<file path="src/rtl/imem_loader.sv">
`default_nettype none
// ============================================================================
// Module      : imem_loader
// Description : Holds the CPU in reset, zero-fills instruction memory, then
//               streams program words into it from address 0.
// Revision    : 1.0 - initial release
// ============================================================================
module imem_loader #(
    parameter int          DEPTH     = 1024,
    parameter int          ADDR_W    = 10,
    parameter logic [31:0] FILL_WORD = 32'h0000_0000
) (
    input  logic              clk,
    input  logic              rst,
    input  logic              start,
    input  logic              s_valid,
    output logic              s_ready,
    input  logic [31:0]       s_data,
    input  logic              s_last,
    output logic              imem_we,
    output logic [ADDR_W-1:0] imem_addr,
    output logic [31:0]       imem_wdata,
    output logic              cpu_rst,
    output logic              busy,
    output logic              done,
    output logic              overflow,
    output logic [ADDR_W:0]   word_count
);

    localparam logic [2:0] S_IDLE  = 3'd0;
    localparam logic [2:0] S_CLEAR = 3'd1;
    localparam logic [2:0] S_LOAD  = 3'd2;
    localparam logic [2:0] S_FLUSH = 3'd3;
    localparam logic [2:0] S_DONE  = 3'd4;

    localparam logic [ADDR_W:0]   C_DEPTH_CNT = (ADDR_W+1)'(DEPTH);
    localparam logic [ADDR_W:0]   C_CNT_ONE   = (ADDR_W+1)'(1);
    localparam logic [ADDR_W-1:0] C_ADDR_LAST = ADDR_W'(DEPTH - 1);
    localparam logic [ADDR_W-1:0] C_ADDR_ONE  = ADDR_W'(1);

    logic [2:0]        r_state;
    logic [2:0]        w_next;
    logic              w_hs;
    logic              w_room;
    logic              r_s_ready;
    logic              r_imem_we;
    logic [ADDR_W-1:0] r_imem_addr;
    logic [31:0]       r_imem_wdata;
    logic              r_cpu_rst;
    logic              r_busy;
    logic              r_done;
    logic              r_overflow;
    logic [ADDR_W:0]   r_word_count;

    assign w_hs   = (r_state == S_LOAD) && s_valid;
    assign w_room = (r_word_count < C_DEPTH_CNT);

    always_ff @(posedge clk or posedge rst) begin
        if (rst) begin
            r_state <= S_IDLE;
        end else begin
            r_state <= w_next;
        end
    end

    always_comb begin
        w_next = r_state;
        case (r_state)
            S_IDLE:  if (start) w_next = S_CLEAR;
            S_CLEAR: if (r_imem_addr == C_ADDR_LAST) w_next = S_LOAD;
            S_LOAD:  if (w_hs && s_last) w_next = S_FLUSH;
            S_FLUSH: w_next = S_DONE;
            S_DONE:  if (start) w_next = S_CLEAR;
            default: w_next = S_IDLE;
        endcase
    end

    always_ff @(posedge clk or posedge rst) begin
        if (rst) begin
            r_imem_we    <= 1'b0;
            r_imem_addr  <= '0;
            r_imem_wdata <= '0;
            r_overflow   <= 1'b0;
            r_word_count <= '0;
            r_s_ready    <= 1'b0;
            r_busy       <= 1'b0;
            r_done       <= 1'b0;
            r_cpu_rst    <= 1'b1;
        end else begin
            case (r_state)
                S_IDLE, S_DONE: begin
                    if (start) begin
                        r_imem_we    <= 1'b1;
                        r_imem_addr  <= '0;
                        r_imem_wdata <= FILL_WORD;
                        r_word_count <= '0;
                        r_overflow   <= 1'b0;
                    end else begin
                        r_imem_we <= 1'b0;
                    end
                end
                S_CLEAR: begin
                    if (r_imem_addr == C_ADDR_LAST) begin
                        r_imem_we <= 1'b0;
                    end else begin
                        r_imem_addr <= r_imem_addr + C_ADDR_ONE;
                    end
                end
                S_LOAD: begin
                    // word_count doubles as the next write address, so gaps in s_valid never skip a slot
                    if (w_hs && w_room) begin
                        r_imem_we    <= 1'b1;
                        r_imem_addr  <= r_word_count[ADDR_W-1:0];
                        r_imem_wdata <= s_data;
                        r_word_count <= r_word_count + C_CNT_ONE;
                    end else begin
                        r_imem_we <= 1'b0;
                        if (w_hs) r_overflow <= 1'b1;
                    end
                end
                default: r_imem_we <= 1'b0;
            endcase

            // Status flags decode the upcoming state so they line up with it
            r_s_ready <= (w_next == S_LOAD);
            r_busy    <= (w_next == S_CLEAR) || (w_next == S_LOAD) || (w_next == S_FLUSH);
            r_done    <= (w_next == S_DONE);
            r_cpu_rst <= (w_next != S_DONE);
        end
    end

    assign s_ready    = r_s_ready;
    assign imem_we    = r_imem_we;
    assign imem_addr  = r_imem_addr;
    assign imem_wdata = r_imem_wdata;
    assign cpu_rst    = r_cpu_rst;
    assign busy       = r_busy;
    assign done       = r_done;
    assign overflow   = r_overflow;
    assign word_count = r_word_count;

endmodule
`default_nettype wire

</file>
<file path="config.mk">
export PLATFORM = sky130hd
export DESIGN_NAME = imem_loader
export DESIGN_NICKNAME = d
export VERILOG_FILES = /design/src/rtl/imem_loader.sv
export SDC_FILE = /design/constraint.sdc
export NUM_CORES = 1
export LEC_CHECK = 0
export ABC_AREA = 1
export CAP_MARGIN = 20
export CORE_MARGIN = 5
export CORE_UTILIZATION = 35
export DETAILED_ROUTE_END_ITERATION = 6
export GPL_TIMING_DRIVEN = 0
export HOLD_SLACK_MARGIN = 0.02
export PLACE_DENSITY = 0.61
export REMOVE_ABC_BUFFERS = 1
export SYNTH_ARGS = -nofsm -noshare
export SYNTH_HDL_FRONTEND = slang
export SYNTH_SLANG_ARGS = --single-unit
</file>
<file path="constraint.sdc">
create_clock -name clk -period 5.9 [get_ports clk]
set_input_delay 1.18 -clock clk [delete_from_list [all_inputs] [get_ports clk]]
set_output_delay 1.18 -clock clk [all_outputs]
set_load 0.005 [all_outputs]
</file>
Yosys cells after proc, flatten, opt, wreduce, memory -nomap -nowiden. Cells that the tools add are included.

$add $sub $neg: 2. Magnitude comparators: 1. Equal/unequal tests: 16. Muxes and demuxes: 22. Reductions and logical operators: 12.

Operators with widths (number): $mux 32 (2); $pmux 32 s2 (1); $mux 10 (3); $pmux 10 s3 (1); $mux 11 (2); $pmux 11 s2 (1); $eq 3x2->1 const B (4); $pmux 3 s4 (1); $add 11x1->11 const B (1); $lt 11x11->1 const B (1); $add 10x1->10 const B (1); $eq 10x10->1 const B (1); $mux 3 (3); $ne 2x2->1 const B (4); $reduce_and 4->1 (2); $eq 3x1->1 const B (2); $eq 3x3->1 const B (2); $mux 1 (6); $ne 2x1->1 const B (2); $logic_and 1x1->1 (3); $logic_not 3->1 (1); $ne 3x3->1 const B (1); $pmux 1 s3 (1); $reduce_and 3->1 (1); other kinds (5) (6).

Register bits after elaboration: 62. Input port bits: 37.

Longest topological paths before layout. Gate-level depths: netlist of run 1.

Word-level depth: 8. Mapped depth: 10. Mapped depth without buffers: 9.

Least setup slack after synthesis of run 1. OpenSTA, ideal clock, no wires.

Kind: input port to flip-flop. Start: in start. End: reg r_word_count[3], in the netlist word_count[3]. Library setup time: 116 ps. Arrival: 1842 ps. Required time: 5784 ps. Setup slack: 3942 ps. Stages: 10. Path through: inv_1 nand2_1 nand2_1 inv_2 nand2_4 buf_6 nor2_1 nand2_1 nand2_1 nor2_1.

Word-level cells in the longest chain between the ends: 2.

RTL lines: start: declaration (line 15) `input logic start,`; $ne 2x1->1 (no source line); $reduce_and 3->1 (no source line); end signal: assignment (line 115) `r_word_count <= r_word_count + C_CNT_ONE;`; end: declaration (line 53) `logic [ADDR_W:0] r_word_count;`.

No other way between the ends. A chain may end at the register's enable or synchronous reset.

Worst setup path after layout of run 1.
Start: in start. End: reg r_imem_addr[7], in the netlist imem_addr[7].

Word-level cells in the longest chain between the ends: 2.

RTL lines: $ne 2x1->1 (no source line); $reduce_and 4->1 (no source line); end signal: assignment (line 106) `r_imem_addr <= r_imem_addr + C_ADDR_ONE;`; end signal: assignment (line 113) `r_imem_addr <= r_word_count[ADDR_W-1:0];`; end: declaration (line 47) `logic [ADDR_W-1:0] r_imem_addr;`.

No other way between the ends.

==> impl_results.md, run 1 <==
- Min-delay src: imem_wdata[31]$_DFFE_PP0P_
- Path depth of the worst reg2reg path: 10
- Layout Nets: approximately 510
- Final Cycle Share: 46.62%
- FP Rows: 33
- Worst Hold Class: register to register
- F_max: ~360 MHz
- Post-route cell area: 4247 um2
- Worst setup path class: input port to register
- Worst Setup End Kind: register
- Area after DPL: between 4000 and 5000 um2
- CTS tree: yes
- Synth Warn #: 0
- Iteration-0 DRC Markers: approximately 110
- Area growth, synth to finish: 41.65%
- Prevailing post-synth register cell: dfrtp_1
- Ant. Diodes: 0
- Die X: 102.6 um
- Largest net degree at the start of global routing: 72
- Switching share of total power: a little over a quarter
- Tmin final: 2751 ps
- Flops & latches, synth: 62
- Overflow after GRT: 0
- Post-synthesis cell count: between 300 and 400
- Worst-path clk slew: 70 ps
- Post-DP HPWL: 5658 um
- Setup crit start: start
- Port bufs: 95
- Skew-Pair Late Insertion Delay: 330 ps
- CTS H-tree lvls: 3
- Via count: 2762
- Critical path arrival: 3020 ps
- Vias in the first global route: 2689
- Ports: 96
- Root buf cell: clkbuf_8
- Final hold violations: 0
- Fin. max-slew vios: 0
- Register area share after synthesis: between 50% and 60%
- Crit-path max FO: 71
- LEAKAGE: between 1.5 and 2 nW
- Max Cap Viol: 0
- Status: finished clean
- Clock network fraction of total power: between 30% and 40%
- Final Setup Violations: 0
- Synth top area share: just over 50%
- DRC Markers: 0
- Area of the multi-input gates: around 1200 um2
- Die Height: approximately 100 um
- Comb pwr share: between 10% and 20%
- Hold_buf cts: 0
- Final ANT Viol Nets: 0
- Routed WL: between 8000 and 9000 um
- Avg Vias per Cell: approximately 4.7
- Critical Path Start Type: input port
- RR Startpoint: r_state[0]$_DFF_PP0_
- Clock buffer count from CTS: 9
- Ratio of cells with drive above 1 in the final layout: 6.681%
- Reg area: 1553 um2
- Most numerous cell in the Yosys netlist: nand2_1
- Sink Count: 62
- Peak supply drop: about 0.18 mV
- Sequential Power Share: roughly 44%
- # resized after CTS: 0
- Core area: between 8000 and 9000 um2
- Worst Tran Pin Value: 690.2 ps
- DRT Pass-1 Iters: 4
- Synth cell types: 25
- Async set or reset register ratio after synthesis: 100.0%
- Die area: between 10000 and 15000 um2
- Fill cell count: 802
- Internal power: 825.7 uW
- Slew headroom: 53.92%
- P_sw: approximately 300 uW
- Ranking of synthesized cells by area: dfrtp_1 51%, nand2_1 17%, o21ai_0 7.7%
- Syn avg cell area: 7.848 um2
- P per Cell Area: 266.2 nW/um2
- Final Wtd Congestion: 0.8439
- TNS Setup: 0 ps
- Yosys top cell by area: dfrtp_1
- Cell area after synthesis: around 3000 um2
- Antenna violations before repair: 0
- Finished Core Util: approximately half
- Avg WL per Cell: approximately 14 um
- Initial Util: between 30% and 40%
- CP Data Required Time: approximately 6200 ps
- Hold Path Depth: 2
- First-pass GRT wire length: between 10000 and 15000 um
- Unrepaired setup endpoints after global routing: no
- Fin Clk Skew: 8.541 ps
- Post-synth EDFFs: 0
- GRT Util Overall: between 10% and 20%
- CTS Buffer Depth: 2
- Post-CTS setup buffer count: 0
- Most frequent cells after synthesis: 139 x nand2_1, 61 x dfrtp_1, 46 x o21ai_0
worst paths after layout:
check	end	slack, ps
hold reg to reg	imem_wdata[31]$_DFFE_PP0P_	490
min in group asynchronous	imem_wdata[15]$_DFFE_PP0P_	1280
hold / removal	imem_wdata[31]$_DFFE_PP0P_	490
setup reg to reg	imem_addr[7]$_DFFE_PP0P_	3450
max in group asynchronous	word_count[1]$_DFFE_PP0P_	4010
setup / recovery	imem_addr[7]$_DFFE_PP0P_	3150
logic make-up (layout without fill, tap and decap cells):
group	after synthesis	in the layout	share of synthesized area, %
AO/OA/AOI/OAI	61	61	10.64
XOR/XNOR	2	2	0.5844
adder cells (fa/ha/maj)	2	2	0.8346
buffers and inverters	46	143	7.095
flip-flops	62	62	51.79
AND/OR/NAND/NOR	209	209	29.05
stage by stage:
stage	hold WS (ps)	power [mW]	cells	setup slack, ps
6_report	485.4	1.131	584	3149
5_1_grt	509.5	1.197	584	2951
4_1_cts	490.4	1.152	583	3001
3_5_place_dp	472.8	0.7206	568	2791
3_3_place_gp	467.1	0.7159	567	1970
2_1_floorplan	476.3	0.6015	367	3180
worst max-delay path, cell delays in order:
cell and delay, ps:
clkdlybuf4s50_1 430, inv_1 60, nand2_1 80, nand2_1 120, inv_2 50, nand2_4 480
nand2_4 250, inv_2 210, nand2_1 70, nand2_1 70
power groups by stage:
stage                     clock network (mW)  logic [mW]  registers [mW]
after floorplan                            0       0.102           0.500
after global placement                     0       0.207           0.509
after detailed placement                   0       0.213           0.508
after CTS                              0.437       0.214           0.501
after global routing                   0.454       0.237           0.507
final                                  0.420       0.210           0.501
cell usage in the layout, fill, tap and decap left out, drive strengths merged:
| master | netlist | routed |
|---|---|---|
| a21oi | 9 | 9 |
| buf | 13 | 2 |
| bufinv | 0 | 2 |
| clkbuf | 2 | 12 |
| clkdlybuf4s50 | 0 | 95 |
| clkinvlp | 0 | 1 |
| dfrtp | 61 | 61 |
| dfstp | 1 | 1 |
| ha | 2 | 2 |
| inv | 31 | 31 |
| nand2 | 145 | 145 |
| nand3 | 21 | 21 |
| nand4 | 8 | 8 |
| nor2 | 30 | 30 |
| nor3 | 4 | 4 |
| o21ai | 51 | 51 |
| o31ai | 1 | 1 |
| or2 | 1 | 1 |
| xor2 | 2 | 2 |
area by class of cell:
type,count,share of cell area (%)
clock inverters,3,1.591
repair buffers,97,23.34
clock buffers,12,3.654
well taps,105,3.094
flip-flops and latches,62,36.56
inverters,31,2.740
multi-input cells,274,29.02
per-layer routing:
layer,wire length (um),up-vias,track usage (%)
met3,786,4,5.480
met1,3561,1259,21.26
met4,29,0,3.734
met5,0,-,0
li1,-,1406,-
met2,3728,93,24.68
sequential cells by signal, summed over array words and instances, names as in the netlist, 3 cells and up:
name and count:
imem_addr 10, imem_wdata 32, r_state 3, word_count 11
No activity file was read; power rests on OpenSTA's default activity.
==> run 2, diff against run 1 <==
--- a/config.mk
+++ b/config.mk
@@ -12,7 +12,7 @@
 export DETAILED_ROUTE_END_ITERATION = 6
 export GPL_TIMING_DRIVEN = 0
 export HOLD_SLACK_MARGIN = 0.02
-export PLACE_DENSITY = 0.61
+export PLACE_DENSITY = 0.64
 export REMOVE_ABC_BUFFERS = 1
 export SYNTH_ARGS = -nofsm -noshare
 export SYNTH_HDL_FRONTEND = slang
==> constraint.sdc (replaced) <==
create_clock -name clk -period 2.38 [get_ports clk]
set_input_delay 0.476 -clock clk [delete_from_list [all_inputs] [get_ports clk]]
set_output_delay 0.476 -clock clk [all_outputs]
set_load 0.005 [all_outputs]
==> run 2 against run 1 <==
Sequential power up 150%; register-to-register slack worse by 3200 ps; setup slack worse by 2900 ps; critical endpoint is now imem_addr[1]$_DFFE_PP0P_; global-route usage up 0.44 points; worst hold slack worse by 2.5 ps; largest power group unchanged; sequential share of layout area up 0.22 points; non-clock buffer count unchanged; via count up 2.1%; first-iteration DRC count down 8.8%; final cell count up 0.17%.
==> impl_results.md, run 2 (same netlist as run 1, synthesis figures left out) <==
- Status: finished clean
- Overflow after GRT: 0 (unchanged)
- GR Layer Usage met3: 3.654% (-1.8 points)
- Layout Nets: 516 (+0.39%)
- Final Setup Violations: 0 (unchanged)
- Port bufs: 95 (unchanged)
- Vias in the first global route: 2707 (+0.67%)
- Crit path cell chain: inv_1 > nand2_1 > nor2_4 > o21ai_2 > nand2_8 > nand2_4 > inv_2 > nand2_1 > nand2_1
- Crit path buf inv count: 2 (-2)
- DRT Pass-1 Iters: 5 (+1)
- FP Rows: 33 (unchanged)
- Pre-CTS setup slack: -454.6 ps (-3246 ps)
- Antenna violations before repair: 0 (unchanged)
- Slowest stage delay, CP: 410 ps (-70 ps)
- Die X: 102.6 um (unchanged)
- Final setup margin: 284.3 ps (-2865 ps)
- Worst setup path class: register to register
- Avg WL per Cell: 14.15 um (+1.9%)
- CTS tree: yes
- Slew headroom: 40.47% (-13 points)
- First-pass GRT wire length: 13150 um (+0.42%)
- Ratio of cells with drive above 1 in the final layout: 6.875% (+0.19 points)
- Ports: 96 (unchanged)
- Grt peak-use layer: met2
- Worst Setup End Kind: register
- LEAKAGE: 1.822 nW (-0.55%)
- Via count: 2820 (+2.1%)
- Iteration-0 DRC Markers: 103 (-8.8%)
- Final Wtd Congestion: 0.8236 (-2.4%)
- Area growth, synth to finish: 40.82%
- CP Data Required Time: 2650 ps (-3510 ps)
- P per Cell Area: 615.1 nW/um2 (+130%)
- Hold_buf cts: 0 (unchanged)
- Total power: 2.597 mW (+130%)
- CP delay by family, top: simple AND/OR/NAND/NOR gates
- Worst Tran Pin Value: 891.6 ps (+201.4 ps)
- Critical path arrival: 2370 ps (-650 ps)
- Core area: 8299 um2 (unchanged)
- Die area: 10520 um2 (unchanged)
- Root buf cell: clkbuf_8
- Crit-path max FO: 71 (unchanged)
- Avg Vias per Cell: 4.821 (+1.9%)
- CP dominant cell by count: nand2_1
- Largest net degree at the start of global routing: 72 (unchanged)
- Initial Util: 36.12% (unchanged)
- CTS Buffer Depth: 2 (unchanged)
- Post-DP HPWL: 5616 um (-0.76%)
- Fin Clk Skew: 5.475 ps (-3.066 ps)
- Commonest non-fill, non-tap cell in the layout: nand2_1
- Final hold violations: 0 (unchanged)
- Critical Path Start Type: register
- Commonest cells after routing, fill and taps aside: 139 x nand2_1, 95 x clkdlybuf4s50_1, 61 x dfrtp_1
- Slowest-stage cell, CP: dfrtp_1
- Unrepaired setup endpoints after global routing: no
- Sink Count: 62 (unchanged)
- Post-CTS setup buffer count: 0 (unchanged)
- Routed WL: 8276 um (+2.1%)
- Final Cycle Share: around nine tenths
- GR Util met2: 24.93% (+0.25 points)
- F_max: between 400 and 500 MHz
- Worst-path clk slew: 70 ps (about the same)
- Fin. max-slew vios: 0 (unchanged)
- DRC Markers: 0 (unchanged)
- Max Cap Viol: 0 (unchanged)
- Largest register FFs: 32 (unchanged)
- GR Util met1: 21.88% (+0.62 points)
- Worst Hold Class: register to register
- Tmin final: roughly 2100 ps
- Skew-Pair Late Insertion Delay: 330 ps (about the same)
- Ant. Diodes: 0 (unchanged)
- Final ANT Viol Nets: 0 (unchanged)
- CTS H-tree lvls: 3 (unchanged)
- GRT Util Overall: 16.26% (+0.44 points)
- Clock buffer count from CTS: 9 (unchanged)
- Peak supply drop: 0.3827 mV (+110%)
- Die Height: 102.6 um (unchanged)
## run 2: power breakdown
part	internal [mW]	switching, mW	total, mW
Combinational	0.280	0.244	0.524
Sequential	1.13	0.117	1.24
Clock	0.451	0.378	0.828
Total	1.86	0.738	2.60
## run 2: stage by stage
stage	TNS, ps	utilization [%]	hold WS [ps]	instances	cell area (um2)
floorplan	0	-	476.3	367	2902
global placement	-57510	48.00	466.9	567	3984
detailed placement	-8396	48.33	474.0	568	4011
CTS	0	50.58	489.8	584	4198
global route	0	50.87	497.9	585	4222
finish	0	50.87	482.9	585	4222
## run 2: cell type report
class,count,area (um2)
clock buffers,13,168.9
clock inverters,1,5.005
fillers,799,4078
inverters,31,116.4
multi-input cells,276,1254
flip-flops and latches,62,1553
well taps,105,131.4
repair buffers,97,993.5
## run 2: final timing paths
kind                                               to                  startpoint  cells after the start  slack (ps)
setup / recovery             imem_addr[1]$_DFFE_PP0P_        r_state[0]$_DFF_PP0_                      9         280
hold / removal             imem_wdata[10]$_DFFE_PP0P_  imem_wdata[10]$_DFFE_PP0P_                      2         480
setup reg to reg             imem_addr[1]$_DFFE_PP0P_        r_state[0]$_DFF_PP0_                      9         280
hold reg to reg            imem_wdata[10]$_DFFE_PP0P_  imem_wdata[10]$_DFFE_PP0P_                      2         480
max in group asynchronous  imem_wdata[14]$_DFFE_PP0P_                         rst                      3        1120
min in group asynchronous  imem_wdata[13]$_DFFE_PP0P_                         rst                      2         650
## run 2: tightest hold or removal path, cell delays in order (launching register included)
cell and delay (ps):
dfrtp_1 340, nand2_1 50, o21ai_0 60
## run 2: timing repair
action,4_1_cts,5_1_grt
cloned,2,0
resized for setup,0,1
pin swaps,1,0
hold endpoints to repair,0,0
setup endpoints to repair,51,11
## run 2: metal layers
metal | part of all wire, % | routed length (um)
met1 | 46 | 3774
met2 | 45 | 3703
met3 | 8.1 | 669
met4 | 1.6 | 129
met5 | 0 | 0
==> run 3, diff against run 2 <==
--- a/config.mk
+++ b/config.mk
@@ -7,12 +7,15 @@
 export LEC_CHECK = 0
 export ABC_AREA = 1
 export CAP_MARGIN = 20
+export CELL_PAD_IN_SITES_DETAIL_PLACEMENT = 0
+export CELL_PAD_IN_SITES_GLOBAL_PLACEMENT = 1
 export CORE_MARGIN = 5
-export CORE_UTILIZATION = 35
+export CORE_UTILIZATION = 30
+export CTS_CLUSTER_SIZE = 25
 export DETAILED_ROUTE_END_ITERATION = 6
 export GPL_TIMING_DRIVEN = 0
 export HOLD_SLACK_MARGIN = 0.02
-export PLACE_DENSITY = 0.64
+export PLACE_DENSITY = 0.75
 export REMOVE_ABC_BUFFERS = 1
 export SYNTH_ARGS = -nofsm -noshare
 export SYNTH_HDL_FRONTEND = slang
==> run 3 against run 2 <==
Clock skew is 2.7 ps higher; maximum frequency is 4.7% higher; setup slack better by 93 ps; via count is 1.9% lower; critical path depth stayed put; largest power group unchanged.
==> impl_results.md, run 3 (same netlist as run 1, synthesis figures left out) <==
- CP Data Required Time: 2660 ps (about the same)
- Iteration-0 DRC Markers: 197 (+91%)
- DRC Markers: 0 (unchanged)
- TNS Setup: 0 ps (unchanged)
- Slowest-stage cell, CP: dfrtp_1
- Tmin final: 2002 ps (-93.31 ps)
- RR Endpoint: imem_addr[0]$_DFFE_PP0P_
- Post-DP HPWL: 5673 um (+1.0%)
- Hold Path Depth: 2 (unchanged)
- Hold_buf cts: 0 (unchanged)
- Commonest non-fill, non-tap cell in the layout: nand2_1
- Root buf cell: clkbuf_8
- Clock buffer count from CTS: 9 (unchanged)
- Post-route cell area: 4265 um2 (+1.0%)
- F_max: 499.4 MHz (+4.7%)
- Avg Vias per Cell: 4.498 (-6.7%)
- Hold Crit Endpoint: imem_wdata[15]$_DFFE_PP0P_
- Crit-path max FO: 14 (-80%)
- Critical Path Start Type: register
- Min-delay src: imem_wdata[15]$_DFFE_PP0P_
- Final ANT Viol Nets: 0 (unchanged)
- Peak supply drop: 0.3020 mV (-21%)
- DRT Pass-1 Iters: 4 (-1)
- Slew headroom: 45.97% (+5.5 points)
- Final Cycle Share: 84.13% (-3.9 points)
- Die area: 12090 um2 (+15%)
- Ports: 96 (unchanged)
- P per Cell Area: 627.3 nW/um2 (+2.0%)
- Vias in the first global route: 2685 (-0.81%)
- Unrepaired setup endpoints after global routing: no
- Layout Nets: 516 (unchanged)
- Ratio of cells with drive above 1 in the final layout: 7.261% (+0.39 points)
- Skew-Pair Late Insertion Delay: 340 ps (about the same)
- Overflow after GRT: 0 (unchanged)
- Worst Tran Pin Value: 810.4 ps (-81.14 ps)
- Sink Count: 62 (unchanged)
- Routed WL: 8656 um (+4.6%)
- Final Setup Violations: 0 (unchanged)
- Worst setup path class: register to register
- First-pass GRT wire length: 13500 um (+2.7%)
- Final Wtd Congestion: 0.7927 (-3.8%)
- Slowest stage delay, CP: 570 ps (+160 ps)
- Total power: 2.675 mW (+3.0%)
- Critical path arrival: 2280 ps (-90 ps)
- Ant. Diodes: 0 (unchanged)
- Avg WL per Cell: 14.07 um (-0.51%)
- Worst Hold Class: register to register
- Worst Setup End Kind: register
- Core area: 9774 um2 (+18%)
- CTS Buffer Depth: 2 (unchanged)
- CTS tree: yes
- CTS H-tree lvls: 3 (unchanged)
- FP Rows: 36 (+9.1%)
- Worst-path clk slew: 80 ps (about the same)
- Die Height: 110.0 um (+7.2%)
- Port bufs: 95 (unchanged)
- Area after DPL: 4041 um2 (+0.75%)
- Via count: 2766 (-1.9%)
- Largest register FFs: 32 (unchanged)
- Antenna violations before repair: 0 (unchanged)
- Max Cap Viol: 0 (unchanged)
- Fin. max-slew vios: 0 (unchanged)
- Status: finished clean
- LEAKAGE: 1.814 nW (-0.42%)
- Crit path cell chain: ha_1 > nand2_2 > nor2_1 > nand3_1 > nand2_2 > nand2_4 > inv_2 > nand2_1 > nand2_1
- GRT Util Overall: 14.38% (-1.9 points)
- Commonest cells after routing, fill and taps aside: 139 x nand2_1, 95 x clkdlybuf4s50_1, 61 x dfrtp_1
- Area growth, synth to finish: 42.28%
- RR Startpoint: imem_addr[0]$_DFFE_PP0P_
- R2R Setup Slk: 380 ps (+90 ps)
- Initial Util: 30.67% (-5.5 points)
- Final hold violations: 0 (unchanged)
- Fill cell count: 1002 (+25%)
- Die X: 110.0 um (+7.2%)
- Fin Clk Skew: 8.192 ps (+2.716 ps)
- Largest net degree at the start of global routing: 72 (unchanged)
- Path depth of the worst reg2reg path: 9 (unchanged)
[run 3: metal layers]
metal	global-route usage [%]	part of all wire [%]
met1	19.63	46
met2	21.32	46
met4	6.055	1.7
met5	0	0
met3	3.993	6.0
[run 3: how the worst max path moves through the flow]
stage                             start                         to  cells after the start
2_1_floorplan      r_state[0]$_DFF_PP0_   imem_addr[5]$_DFFE_PP0P_                      9
3_3_place_gp                        rst  imem_wdata[6]$_DFFE_PP0P_                      2
3_5_place_dp       r_state[0]$_DFF_PP0_   imem_addr[0]$_DFFE_PP0P_                     10
4_1_cts            r_state[0]$_DFF_PP0_   imem_addr[5]$_DFFE_PP0P_                     10
5_1_grt            r_state[0]$_DFF_PP0_   imem_addr[5]$_DFFE_PP0P_                     10
6_report       imem_addr[0]$_DFFE_PP0P_   imem_addr[0]$_DFFE_PP0P_                      9
[run 3: critical path: cells and delay by family, from the launching register on]
family / cells / cell delay, ps
buffers and inverters: 1 / 190
and+or+nand+nor: 7 / 910
DFF: 1 / 570
adders and majority gates: 1 / 270
[run 3: per-stage QoR]
stage	hold slack (ps)	utilization, %	setup slack (ps)	cells
final	487.1	43.64	377.7	615
after global routing	515.7	43.64	171.3	615
after CTS	492.3	43.38	35.85	612
after detailed placement	474.2	41.35	-179.7	596
after global placement	467.9	41.12	-925.4	595
after floorplan	476.3	-	262.1	367
[run 3: where the power goes]
group	internal, mW	switching, mW	leakage (nW)
clock network	0.480	0.434	0.0883
logic	0.276	0.245	0.889
registers	1.13	0.114	0.837
[run 3: area by class of cell]
class	count	area (um2)	area share, %
sequential	62	1553	36.40
timing repair buffer	97	978.4	22.94
multi-input combinational	276	1259	29.51
clock inverter	6	62.56	1.467
inverter	31	118.9	2.787
clock buffer	10	127.6	2.992
tap	133	166.4	3.901
[run 3: timing repair]
item	CTS	global route
endpoints found under the setup margin	11	11
gates resized for setup	1	0
pin swaps	0	2
buffers inserted	0	1
cloned	0	2
